`src/rtl/comp_share_arb.sv`:
```
// comp_share_arb: one registered W-bit comparator shared round-robin by N requesters
// Ports: clk, rst (sync, active-high); req/a_bus/b_bus per requester; gnt one-hot accept pulse;
// busy (not IDLE); rsp_valid/rsp_ready response handshake carrying rsp_id and rsp_gt/eq/lt.
// Optional: define COMP_SIGNED_EN to add cmp_signed, sampled at grant, for two's-complement compares.
module comp_share_arb #(
  parameter int N   = 4,
  parameter int W   = 8,
  parameter int IDW = 2
) (
  input  logic             clk,
  input  logic             rst,
  input  logic [N-1:0]     req,
  input  logic [N*W-1:0]   a_bus,
  input  logic [N*W-1:0]   b_bus,
  output logic [N-1:0]     gnt,
  output logic             busy,
  output logic             rsp_valid,
  input  logic             rsp_ready,
`ifdef COMP_SIGNED_EN
  input  logic             cmp_signed,
`endif
  output logic [IDW-1:0]   rsp_id,
  output logic             rsp_gt,
  output logic             rsp_eq,
  output logic             rsp_lt
);
  typedef enum logic [1:0] {IDLE, CMP, RSP} state_t;
  state_t state;
  logic [IDW-1:0] ptr, win;
  logic [W-1:0] a_r, b_r;
  logic gt, lt;
  // Scan farthest-to-nearest from ptr+1 so the nearest pending requester is the final assignment.
  always_comb begin
    win = ptr;
    for (int k = N; k >= 1; k--)
      if (req[(int'(ptr) + k) % N]) win = IDW'((int'(ptr) + k) % N);
  end
`ifdef COMP_SIGNED_EN
  logic sgn_r;
  assign gt = sgn_r ? $signed(a_r) > $signed(b_r) : a_r > b_r;
  assign lt = sgn_r ? $signed(a_r) < $signed(b_r) : a_r < b_r;
`else
  assign gt = a_r > b_r;
  assign lt = a_r < b_r;
`endif
  assign busy = state != IDLE;
  always_ff @(posedge clk) begin
    if (rst) begin
      state     <= IDLE;
      gnt       <= '0;
      rsp_valid <= 1'b0;
      rsp_id    <= '0;
      rsp_gt    <= 1'b0;
      rsp_eq    <= 1'b0;
      rsp_lt    <= 1'b0;
      ptr       <= IDW'(N - 1);
      a_r       <= '0;
      b_r       <= '0;
`ifdef COMP_SIGNED_EN
      sgn_r     <= 1'b0;
`endif
    end else begin
      gnt <= '0;
      case (state)
        IDLE: if (|req) begin
          a_r      <= a_bus[int'(win)*W +: W];
          b_r      <= b_bus[int'(win)*W +: W];
`ifdef COMP_SIGNED_EN
          sgn_r    <= cmp_signed;
`endif
          gnt[win] <= 1'b1;
          ptr      <= win;
          state    <= CMP;
        end
        CMP: begin
          rsp_gt    <= gt;
          rsp_eq    <= a_r == b_r;
          rsp_lt    <= lt;
          rsp_id    <= ptr;
          rsp_valid <= 1'b1;
          state     <= RSP;
        end
        RSP: if (rsp_ready) begin
          rsp_valid <= 1'b0;
          state     <= IDLE;
        end
        default: state <= IDLE;
      endcase
    end
  end
endmodule

```
`config.mk`:
```
export PLATFORM = sky130hd
export DESIGN_NAME = comp_share_arb
export DESIGN_NICKNAME = d
export VERILOG_FILES = /design/src/rtl/comp_share_arb.sv
export SDC_FILE = /design/constraint.sdc
export NUM_CORES = 1
export LEC_CHECK = 0
export CORE_UTILIZATION = 46
export CTS_BUF_LIST = sky130_fd_sc_hd__clkbuf_8
export DETAILED_ROUTE_END_ITERATION = 10
export PLACE_DENSITY_LB_ADDON = 0.25
export SETUP_SLACK_MARGIN = 0.02
export SYNTH_ARGS = -nofsm -noshare
export SYNTH_HDL_FRONTEND = slang
export SYNTH_SLANG_ARGS = --single-unit
```
`constraint.sdc`:
```
create_clock -name clk -period 2.15 [get_ports clk]
set_input_delay 0.43 -clock clk [delete_from_list [all_inputs] [get_ports clk]]
set_output_delay 0.43 -clock clk [all_outputs]
set_load 0.02 [all_outputs]
```
==> results_dict.tcl <==
set metrics [dict create \
    hold_viol 0 \
    grt_antenna_before_repair 0 \
    busiest_layer "met2" \
    insertion_delay_ns 0.29 \
    die_area_um2 5100 \
    dp_cells 402 \
    synth_area_um2 2220 \
    fin_nets 439 \
    final_common_cell "clkdlybuf4s50_1" \
    period_needed_ns 2.08 \
    cp_common_cell "a22o_1" \
    grt_pass1_vias 2179 \
    placed_area_um2 3160 \
    cts_sinks 30 \
    met3_usage 0.0492 \
    critPathMaxFanout 17 \
    ys_ff_latch 30 \
    post-route-period-util 0.969 \
    grt_start_max_net_pins 34 \
    crit_type "in -> reg" \
    drt_iter0_markers 126 \
    ios 82 \
    rsz0062_at_grt "no" \
    drv_cap 0 \
    place_congestion 0.859 \
    critPathArrivalTime_ns 2.24 \
    dr_total_vias 2287 \
    num_rows 24 \
    instances_no_fill 413 \
    syn_to_final_growth_pct 49.9 \
    critPathMaxStageDelay_ns 0.50 \
    slew_violations 0 \
    drive_gt1_frac 0.183 \
    chipWidth_um 71.4 \
    synth_edf_count 0 \
    layout_common_cells "clkdlybuf4s50_1, dfxtp_1, inv_1, nand2_1, nor3_1" \
    die_h_um 71.4 \
    grt.overflow.total 0 \
    critPathSlowestCell "clkdlybuf4s50_1" \
    power_density_nw_per_um2 696 \
    ys.flop_type "dfxtp_1" \
    drt_pass1_iterations 4 \
    status "finished, final reports clean" \
    postSynth.asyncResetShare 0 \
    syn-num-nets 350 \
    peakVddDrop_mv 0.341 \
    min-delay-path-class "reg -> reg" \
    endpoint_kind "flip-flop" \
    grt_pass1_wl_um 10100 \
    drc 0 \
    yosysWarnings 0 \
    avgSynthCellArea_um2 8.18 \
    tns_ns 0 \
    worst_pin_slew_ns 0.753 \
    syn-instance-count 271 \
    htreeDepth 2 \
    final_area_um2 3320 \
    synth_cell_types 45 \
    wl_per_cell_um 15.2 \
    core-area_um2 4500 \
    drt-total-wl_um 6270 \
    power.leakage_uw 0.00137 \
    start_kind "input pin" \
    fin_skew_ns 0.00758 \
    dp_hpwl_um 4670 \
    port_buffers 81 \
    cts_buffer_depth 2 \
    initial_core_util 0.492 \
    cts_tree "yes" \
    ant_nets 0 \
    grt.total_usage 0.256 \
    use_met1 0.319 \
    cts-root-buf "clkbuf_8" \
    crit_chain "clkdlybuf4s50_1 -> buf_4 -> inv_1 -> a22o_1 -> a22o_1 -> buf_12 -> a221oi_1 -> a221oi_2" \
    setup_viol 0 \
    cts_made_buffers 5 \
    detail_route.vias_per_cell 5.54 \
    antenna_cells 0 \
    max_freq_mhz 480 \
    met2_usage 0.437 \
    ys_seq_area_frac 0.271 \
    critical_path_required_ns 2.30 \
    path_clk_slew_ns 0.07 \
    relSlewSlack 0.498 \
]
==> critical path, delay by kind of cell <==
family | cells | cell delay [ns]
buf+inv | 4 | 0.89
compound gates | 4 | 0.92
==> metrics by stage <==
| stage | power (uW) | utilization | worst slack (ns) | hold WS [ns] |
|---|---|---|---|---|
| finish | 2310 | 0.738 | 0.0657 | 0.455 |
| global route | 2450 | 0.738 | 0.0217 | 0.470 |
| CTS | 2300 | 0.736 | 0.0757 | 0.457 |
| detailed placement | 1700 | 0.701 | -0.553 | 0.448 |
| global placement | 1670 | 0.701 | -0.467 | 0.444 |
| floorplan | 1340 | - | 0.304 | 0.454 |
==> routing by layer <==
| metal | part of all wire | up-vias |
|---|---|---|
| met5 | 0 | - |
| met4 | 0.020 | 0 |
| met3 | 0.049 | 13 |
| met2 | 0.48 | 66 |
| met1 | 0.45 | 1034 |
| li1 | - | 1174 |
==> area by class of cell <==
class / count / area (um^2)
Multi-Input combinational cell: 188 / 1350
Fill cell: 366 / 1180
Timing Repair Buffer: 107 / 1090
Sequential cell: 30 / 601
Inverter: 28 / 105
Clock buffer: 5 / 68.8
Tap cell: 52 / 65.1
Clock inverter: 3 / 40.0
==> cell usage after synthesis (all sizes together) (3+ instances only) <==
master	number	area, um^2
a21o	4	30.0
dfxtp	30	601
nand2	23	88.8
nor3	22	121
a21oi	12	63.8
a31oi	17	106
clkbuf	8	33.8
a211oi	14	150
inv	28	105
nor2b	3	18.8
buf	17	138
nor2	18	75.1
ha	8	100
o21ai	19	95.1
a221oi	24	285
==> logic make-up (layout without fill, tap and decap cells) <==
logic type | count (synthesis) | in the layout | synth area share
flip-flops | 30 | 30 | 0.271
AO/OA/AOI/OAI | 97 | 97 | 0.362
multiplexers | 2 | 2 | 0.00903
adder cells (fa/ha/maj) | 8 | 8 | 0.0451
AND/OR/NAND/NOR | 81 | 81 | 0.188
buffers and inverters | 53 | 143 | 0.125
==> power breakdown <==
group          switching [uW]  internal (uW)
clock                     228            341
combinational             520            527
sequential               58.2            641
==> state kept, by name, summed over array words and instances, names as in the netlist <==
name and count:
a_r 8, b_r 8, gnt 4, ptr 2, rsp_id 2, state 2, rsp_eq 1, rsp_gt 1
rsp_lt 1, rsp_valid 1
==> final timing paths <==
kind,startpoint,end,slack (ns),cells past startpoint
hold reg to reg,rsp_lt,rsp_lt,0.45,2
setup reg to reg,ptr[0],a_r[2],0.17,7
setup / recovery,req[3],b_r[6],0.07,8
hold / removal,rsp_lt,rsp_lt,0.45,2
==> repair_timing <==
| item | 4_1_cts | 5_1_grt |
|---|---|---|
| buffers inserted | 3 | 0 |
| setup endpoints to repair | 16 | 7 |
| pin swaps | 1 | 0 |
| gates resized for setup | 1 | 4 |
| hold buffers | 0 | 0 |
Note: power is estimated with default switching activity, not from simulation.
